## config.mk

```make
export PLATFORM = sky130hd
export DESIGN_NAME = digital_lock_top
export DESIGN_NICKNAME = d
export VERILOG_FILES = /design/src/rtl/lock_pkg.sv /design/src/rtl/digital_lock_button_conditioner.sv /design/src/rtl/digital_lock_top.sv
export SDC_FILE = /design/constraint.sdc
export NUM_CORES = 1
export LEC_CHECK = 0
export CAP_MARGIN = 40
export CORE_MARGIN = 5
export CORE_UTILIZATION = 40
export CTS_BUF_LIST = sky130_fd_sc_hd__clkbuf_4 sky130_fd_sc_hd__clkbuf_8
export CTS_CLUSTER_SIZE = 12
export DETAILED_ROUTE_END_ITERATION = 10
export SYNTH_ARGS = -nofsm -noshare
export SYNTH_HDL_FRONTEND = slang
export SYNTH_HIERARCHICAL = 1
export SYNTH_SLANG_ARGS = --single-unit
```

## constraint.sdc

```tcl
create_clock -name clk -period 4.63 [get_ports clk]
set_input_delay 0.6945 -clock clk [delete_from_list [all_inputs] [get_ports clk]]
set_output_delay 0.6945 -clock clk [all_outputs]
set_load 0.005 [all_outputs]
```

## src/rtl/lock_pkg.sv

```systemverilog
// Shared types and seven-segment glyph table for the combination lock.
package lock_pkg;

  typedef enum logic [2:0] {
    S_ENTRY, S_CHECK, S_OPEN, S_FAIL, S_LOCKOUT
  } state_e;

  // G_0..G_3 are numerically equal to the digit they show.
  typedef enum logic [3:0] {
    G_0, G_1, G_2, G_3, G_DASH, G_BLANK,
    G_O, G_P, G_E, G_N, G_F, G_A, G_I, G_L
  } glyph_e;

  // Active-low, bit0 = segment a .. bit6 = segment g.
  localparam logic [6:0] SEG_0     = 7'b1000000;
  localparam logic [6:0] SEG_1     = 7'b1111001;
  localparam logic [6:0] SEG_2     = 7'b0100100;
  localparam logic [6:0] SEG_3     = 7'b0110000;
  localparam logic [6:0] SEG_DASH  = 7'b0111111;
  localparam logic [6:0] SEG_BLANK = 7'b1111111;
  localparam logic [6:0] SEG_O     = 7'b1000000;
  localparam logic [6:0] SEG_P     = 7'b0001100;
  localparam logic [6:0] SEG_E     = 7'b0000110;
  localparam logic [6:0] SEG_N     = 7'b0101011;
  localparam logic [6:0] SEG_F     = 7'b0001110;
  localparam logic [6:0] SEG_A     = 7'b0001000;
  localparam logic [6:0] SEG_I     = 7'b1111001;
  localparam logic [6:0] SEG_L     = 7'b1000111;

  function automatic logic [6:0] glyph_seg(input glyph_e g);
    case (g)
      G_0:     glyph_seg = SEG_0;
      G_1:     glyph_seg = SEG_1;
      G_2:     glyph_seg = SEG_2;
      G_3:     glyph_seg = SEG_3;
      G_DASH:  glyph_seg = SEG_DASH;
      G_O:     glyph_seg = SEG_O;
      G_P:     glyph_seg = SEG_P;
      G_E:     glyph_seg = SEG_E;
      G_N:     glyph_seg = SEG_N;
      G_F:     glyph_seg = SEG_F;
      G_A:     glyph_seg = SEG_A;
      G_I:     glyph_seg = SEG_I;
      G_L:     glyph_seg = SEG_L;
      default: glyph_seg = SEG_BLANK;
    endcase
  endfunction

endpackage

```

## src/rtl/digital_lock_button_conditioner.sv

```systemverilog
// One push button: 2-FF synchronizer, stability debounce, rising-edge pulse.
module button_conditioner #(
  parameter logic [15:0] DEB_CYC = 16'd50000
) (
  input  logic clk,
  input  logic rst_i,
  input  logic btn_i,
  output logic level_o,
  output logic rise_o
);

  logic [1:0]  sync_q;
  logic [15:0] cnt_q, cnt_d;
  logic        deb_q, deb_d;
  logic        prev_q;

  // The counter tracks how many consecutive samples disagree with the accepted level.
  always_comb begin
    cnt_d = '0;
    deb_d = deb_q;
    if (sync_q[1] != deb_q) begin
      if (cnt_q >= DEB_CYC - 16'd1) deb_d = sync_q[1];
      else                          cnt_d = cnt_q + 16'd1;
    end
  end

  always_ff @(posedge clk) begin
    if (rst_i) begin
      sync_q <= '0;
      cnt_q  <= '0;
      deb_q  <= 1'b0;
      prev_q <= 1'b0;
    end else begin
      sync_q <= {sync_q[0], btn_i};
      cnt_q  <= cnt_d;
      deb_q  <= deb_d;
      prev_q <= deb_q;
    end
  end

  assign level_o = deb_q;
  assign rise_o  = deb_q & ~prev_q;

endmodule

```

## src/rtl/digital_lock_top.sv

```systemverilog
// 4-button combination lock: entry FSM, fail/lockout timers, LED and 7-seg display.
module digital_lock_top
  import lock_pkg::*;
#(
  parameter logic [7:0]  CODE        = 8'b00_01_10_11,
  parameter logic [15:0] DEB_CYC     = 16'd50000,
  parameter int          SCAN_DIV    = 16,
  parameter logic [23:0] FAIL_CYC    = 24'd5000000,
  parameter int          MAX_TRIES   = 3,
  parameter logic [27:0] LOCKOUT_CYC = 28'd100000000
) (
  input  logic       clk,
  input  logic       rst_n,
  input  logic [3:0] button,
  output logic [6:0] ssd,
  output logic [3:0] led,
  output logic [3:0] dig
);

  localparam logic [7:0] MAX_T = 8'(MAX_TRIES);

  logic [3:0] lvl, rise;

  for (genvar i = 0; i < 4; i++) begin : g_btn
    button_conditioner #(.DEB_CYC(DEB_CYC)) u_cond (
      .clk     (clk),
      .rst_i   (rst_n),
      .btn_i   (button[i]),
      .level_o (lvl[i]),
      .rise_o  (rise[i])
    );
  end

  // Only a lone button going down counts; chords and partial releases are ignored.
  logic       press;
  logic [1:0] press_digit;
  assign press = (rise != 4'b0000) && (rise == lvl) && $onehot(lvl);

  always_comb begin
    press_digit = 2'd0;
    case (rise)
      4'b0010: press_digit = 2'd1;
      4'b0100: press_digit = 2'd2;
      4'b1000: press_digit = 2'd3;
      default: press_digit = 2'd0;
    endcase
  end

  state_e              state_q, state_d;
  logic [2:0]          idx_q, idx_d;
  logic [7:0]          ent_q, ent_d;
  logic [7:0]          fails_q, fails_d, fails_inc;
  logic [27:0]         tmr_q, tmr_d;
  logic [SCAN_DIV-1:0] scan_q;

  assign fails_inc = fails_q + 8'd1;

  always_comb begin
    state_d = state_q;
    idx_d   = idx_q;
    ent_d   = ent_q;
    fails_d = fails_q;
    tmr_d   = tmr_q;
    case (state_q)
      S_ENTRY: if (press) begin
        case (idx_q[1:0])
          2'd0:    ent_d[7:6] = press_digit;
          2'd1:    ent_d[5:4] = press_digit;
          2'd2:    ent_d[3:2] = press_digit;
          default: ent_d[1:0] = press_digit;
        endcase
        idx_d = idx_q + 3'd1;
        if (idx_q == 3'd3) state_d = S_CHECK;
      end
      S_CHECK: begin
        tmr_d = '0;
        if (ent_q == CODE) begin
          state_d = S_OPEN;
          fails_d = '0;
        end else begin
          fails_d = fails_inc;
          state_d = (fails_inc >= MAX_T) ? S_LOCKOUT : S_FAIL;
        end
      end
      S_OPEN: if (press) begin
        state_d = S_ENTRY;
        idx_d   = '0;
      end
      S_FAIL: begin
        if (tmr_q == {4'd0, FAIL_CYC} - 28'd1) begin
          state_d = S_ENTRY;
          idx_d   = '0;
        end else tmr_d = tmr_q + 28'd1;
      end
      S_LOCKOUT: begin
        if (tmr_q == LOCKOUT_CYC - 28'd1) begin
          state_d = S_ENTRY;
          idx_d   = '0;
          fails_d = '0;
        end else tmr_d = tmr_q + 28'd1;
      end
      default: state_d = S_ENTRY;
    endcase
  end

  always_ff @(posedge clk) begin
    if (rst_n) begin
      state_q <= S_ENTRY;
      idx_q   <= '0;
      ent_q   <= '0;
      fails_q <= '0;
      tmr_q   <= '0;
      scan_q  <= '0;
    end else begin
      state_q <= state_d;
      idx_q   <= idx_d;
      ent_q   <= ent_d;
      fails_q <= fails_d;
      tmr_q   <= tmr_d;
      scan_q  <= scan_q + SCAN_DIV'(1);
    end
  end

  always_comb begin
    case (state_q)
      S_OPEN:    led = 4'b0010;
      S_FAIL:    led = 4'b0100;
      S_LOCKOUT: led = 4'b1000;
      default:   led = 4'b0001;
    endcase
  end

  logic [1:0] scan, slot, slot_dig;
  glyph_e     g;
  assign scan = scan_q[SCAN_DIV-1 -: 2];
  assign slot = 2'd3 - scan;
  assign dig  = ~(4'b0001 << scan);

  always_comb begin
    case (slot)
      2'd0:    slot_dig = ent_q[7:6];
      2'd1:    slot_dig = ent_q[5:4];
      2'd2:    slot_dig = ent_q[3:2];
      default: slot_dig = ent_q[1:0];
    endcase
  end

  // Leftmost position shows slot 0 (first digit entered).
  always_comb begin
    g = G_DASH;
    case (state_q)
      S_OPEN: case (scan)
        2'd3:    g = G_O;
        2'd2:    g = G_P;
        2'd1:    g = G_E;
        default: g = G_N;
      endcase
      S_FAIL: case (scan)
        2'd3:    g = G_F;
        2'd2:    g = G_A;
        2'd1:    g = G_I;
        default: g = G_L;
      endcase
      S_LOCKOUT: g = G_BLANK;
      default: if ({1'b0, slot} < idx_q) g = glyph_e'({2'b00, slot_dig});
    endcase
  end

  assign ssd = glyph_seg(g);

endmodule

```

==> metrics.md <==
| Metric | Value |
|---|---|
| Result of the run | complete, no violations |
| Total power after layout | 0.00241 W |
| Largest fanout of any net on the critical path | 12 |
| Largest family of logic cells by synthesized area | simple AND/OR/NAND/NOR gates |
| Xor and xnor fraction of the mapped netlist area | 10.7% |
| Post-Route WL | 13600 um |
| Max Cap Viol | 0 |
| Combinational share of power | 5.5% |
| H-tree levels | 4 |
| Worst flop-to-flop path startpoint | g_btn[0].u_cond/level_o |
| Setup TNS | 0 ps |
| Final core occ | 44.7% |
| Port Buf Inserts | 20 |
| Cell variety after synth | 63 |
| Achievable clock frequency | 237 MHz |
| Category of the worst setup path launch point | flop |
| Pint | 0.00182 W |
| Top-level I/O count | 21 |
| Slack of the worst reg-to-reg path | 1600 ps |
| Minimum clock period | 4230 ps |
| Hold-critical path depth | 1 |
| Share of power burned in the clock network | 41.7% |
| Initial core utilization | 40.5% |
| Worst reg-to-reg path cell count | 12 |
| Actual transition at the worst max-transition pin | 776 ps |
| Row count | 49 |
| Total inserted antenna cells | 0 |
| Power Density | 300 nW/um2 |
| Number of antenna violations at the first check in global routing | 0 |
| Die area | 21000 um2 |
| Post-synthesis instance total | 844 |
| Die extent in y | 145 um |
| Post-DR vias/cell | 5.10 |
| Vias after detailed routing | 5626 |
| Worst slew margin relative to its limit | 47.9% |
| Seq cells post-synth | 146 |
| Worst voltage drop across the vdd grid | 0.000191 V |
| GRT Residual Overflow | 0 |
| Crit Path Class | flop to primary output |
| Setup repair after global routing missed its margin | false |
| Standby leakage power | 2.65 nW |
| P_sw | 0.000593 W |
| Buffers inserted by post-CTS timing repair | 0 |
| Core Footprint | 18000 um2 |
| Clock latency reported for the late side of the worst-skew pair | 440 ps |
| Clock transition at the registers of the reported paths | 80 ps |
| Fraction of the yosys area taken by sequential cells | 40.2% |
| Sequential Power Share | 52.8% |
| Aggregate global-route resource usage | 13.8% |
| Post-synth design cell area | 7270 um2 |
| Multiplexer area fraction after synthesis | 2.86% |
| Hold Crit Endpoint | g_btn[3].u_cond/sync_q[1] |
| Sw frac | 24.6% |
| Fin crit share | 91.3% |
| Arrival time worst endpoint | 3530 ps |
| Maximum root-to-sink buffer count | 2 |
| Die Span X | 145 um |
| Total of endpoints with negative setup slack in the final report | 0 |
| Average wire length per cell after detail routing | 12.3 um |
| Fraction of final layout cells sized beyond drive strength 1 | 7.89% |
| Required @ worst endpoint | 3940 ps |
| Min Hold Slack | 440 ps |
| Reg-to-reg critical path endpoint | idx_q[1] |
| DRC viols | 0 |
| Synthesized Nets | 874 |
| TritonCTS Buffers | 17 |
| First-pass DRT Iterations | 5 |
| Drt first-iter violations | 228 |
| Maximum number of pins on one net before global-route repair | 45 |
| Via count of the first global-routing pass | 5127 |
| Count of clock tree sinks | 146 |
| Number of flops mapped to enable cells by yosys | 0 |
| Proportion of register bits with asynchronous set or reset after synthesis | 0% |
| Synthesized-area fraction occupied by ao, oa, aoi and oai cells | 10.1% |
| Area Overhead vs Synth | 10.5% |
| Antenna violation net count after detailed routing | 0 |
| TritonCTS clock tree | done |
| Worst hold path type | flop to flop |
| Setup slack of the critical path after layout | 404 ps |
| Global-route wire length before repair | 23900 um |
| Simple-gate area share of the yosys netlist | 27.9% |
| Top flip-flop cell by instance count after synthesis | sky130_fd_sc_hd__dfxtp_1 |
| Number of hold-slack violations in the final timing report | 0 |
| Detail Placement HPWL | 9440 um |
| Adder-Cell Fraction of Synth Area | 4.23% |
| Worst setup EP type | primary output |
| Clock root buffer | sky130_fd_sc_hd__clkbuf_8 |
| Mean instance size in the synthesized netlist | 8.62 um2 |
| RePlAce Congestion | 0.802 |
| Clock skew after layout | 14.5 ps |
| Ys Warns | 6 |
| Nets@finish | 892 |
| Start point of the worst min-delay path | g_btn[3].u_cond/sync_q[0] |
| Worst setup slack before clock tree synthesis | 422 ps |
| Number of buffers inserted for hold repair after clock tree synthesis | 0 |
| Count of final max-slew check failures | 0 |
sequential cells by signal, indices dropped and copies added, names as in the netlist:
name	cells
ent_q	8
g_btn.u_cond/sync_q	8
idx_q	3
g_btn.u_cond/prev_q	4
g_btn.u_cond/level_o	4
g_btn.u_cond/cnt_q	64
scan_q	16
state_q	3
tmr_q	28
fails_q	8
layout make-up:
cell class / count / area (um2)
Fill cell: 1788 / 9930
Multi-Input combinational cell: 636 / 4050
Sequential cell: 146 / 2920
Tap cell: 229 / 287
Clock buffer: 18 / 248
Timing Repair Buffer: 26 / 241
Clock inverter: 14 / 154
Inverter: 35 / 131
cells in the mapped netlist (all sizes together) (3+ instances only):
| library cell | instances | area (um2) |
|---|---|---|
| nand4 | 30 | 188 |
| or4 | 9 | 71.3 |
| a311oi | 5 | 43.8 |
| o21ai | 26 | 130 |
| mux2i | 14 | 140 |
| o211ai | 7 | 57.6 |
| nand2b | 5 | 31.3 |
| nor2b | 14 | 87.6 |
| and4 | 7 | 61.3 |
| and3 | 5 | 31.3 |
| a2111oi | 5 | 75.1 |
| dfxtp | 146 | 2920 |
| nor2 | 152 | 583 |
| nand3 | 40 | 200 |
| or2 | 6 | 37.5 |
| o21bai | 3 | 22.5 |
| nor3 | 33 | 176 |
| o41ai | 4 | 35.0 |
| clkbuf | 10 | 37.5 |
| o2111ai | 4 | 47.6 |
| buf | 17 | 129 |
| nand2 | 52 | 195 |
| inv | 34 | 128 |
| a31oi | 9 | 62.6 |
| o21a | 3 | 22.5 |
| or3 | 16 | 100 |
| and2 | 10 | 62.6 |
| a21oi | 25 | 129 |
| ha | 23 | 288 |
| xor2 | 36 | 315 |
| xnor2 | 53 | 464 |
| nor4 | 19 | 140 |
worst max-delay path, stage by stage (launching register included):
cell and delay [ps]:
sky130_fd_sc_hd__dfxtp_1 570, sky130_fd_sc_hd__nor2_1 110, sky130_fd_sc_hd__nand2_1 220, sky130_fd_sc_hd__clkinv_1 310, sky130_fd_sc_hd__nor2_1 300, sky130_fd_sc_hd__nand3_1 170
sky130_fd_sc_hd__o211a_1 230, sky130_fd_sc_hd__ha_1 220, sky130_fd_sc_hd__nor2_1 180, sky130_fd_sc_hd__mux2_2 190, sky130_fd_sc_hd__or3_1 90, sky130_fd_sc_hd__clkdlybuf4s50_1 490
metal layers:
layer	GRT usage, %	routed length, um
met1	19.1	7110
met3	3.58	383
met2	21.0	5970
met5	0	0
met4	4.42	141
cells in the final DEF, fill, tap and decap left out, types with 6 or more instances in the layout:
master	n
sky130_fd_sc_hd__o211ai_1	6
sky130_fd_sc_hd__dfxtp_1	145
sky130_fd_sc_hd__ha_1	23
sky130_fd_sc_hd__inv_1	34
sky130_fd_sc_hd__nand3_1	40
sky130_fd_sc_hd__a31oi_1	8
sky130_fd_sc_hd__nand2_1	52
sky130_fd_sc_hd__clkdlybuf4s50_1	19
sky130_fd_sc_hd__or3_1	16
sky130_fd_sc_hd__a21oi_1	24
sky130_fd_sc_hd__o21ai_0	15
sky130_fd_sc_hd__xor2_1	36
sky130_fd_sc_hd__o21ai_1	11
sky130_fd_sc_hd__mux2i_1	14
sky130_fd_sc_hd__nor2b_1	14
sky130_fd_sc_hd__and4_1	7
sky130_fd_sc_hd__clkbuf_8	18
sky130_fd_sc_hd__nor3_1	32
sky130_fd_sc_hd__xnor2_1	53
sky130_fd_sc_hd__or4_1	8
sky130_fd_sc_hd__nand4_1	30
sky130_fd_sc_hd__nor2_1	147
sky130_fd_sc_hd__nor4_1	17
sky130_fd_sc_hd__and2_1	10
kinds of logic after synthesis:
| group | count (synthesis) |
|---|---|
| adders and majority gates | 24 |
| DFF | 146 |
| AOI/OAI and AO/OA | 101 |
| buffers and inverters | 62 |
| xor gates and xnor gates | 89 |
| and+or+nand+nor | 404 |
| muxes | 18 |
power by group through the flow:
stage	clock, W	sequential, W	combinational [W]
after CTS	0.00105	0.00127	0.000133
after floorplan	0	0.00130	0.0000959
after detailed placement	0	0.00130	0.000133
final	0.00100	0.00127	0.000132
after global routing	0.00110	0.00128	0.000147
after global placement	0	0.00130	0.000133
worst max path at each step:
stage / start / end / slack (ps) / cells past startpoint
2_1_floorplan: scan_q[15] / ssd[3] / 1160 / 11
3_3_place_gp: scan_q[15] / ssd[3] / 490 / 12
3_5_place_dp: scan_q[15] / ssd[3] / 420 / 12
4_1_cts: scan_q[15] / ssd[3] / 60 / 12
5_1_grt: state_q[0] / ssd[3] / 110 / 11
6_report: state_q[0] / ssd[3] / 400 / 11
per-stage QoR:
step | cells | area, um2
floorplan | 844 | 7270
CTS | 1104 | 8040
detailed placement | 1072 | 7630
global route | 1104 | 8040
finish | 1104 | 8040
global placement | 1069 | 7610
timing repair:
| item | CTS | global route |
|---|---|---|
| setup endpoints to repair | 4 | 5 |
| pin swaps | 0 | 0 |
| resized for setup | 1 | 2 |
Power figures use the tool's default switching activity.
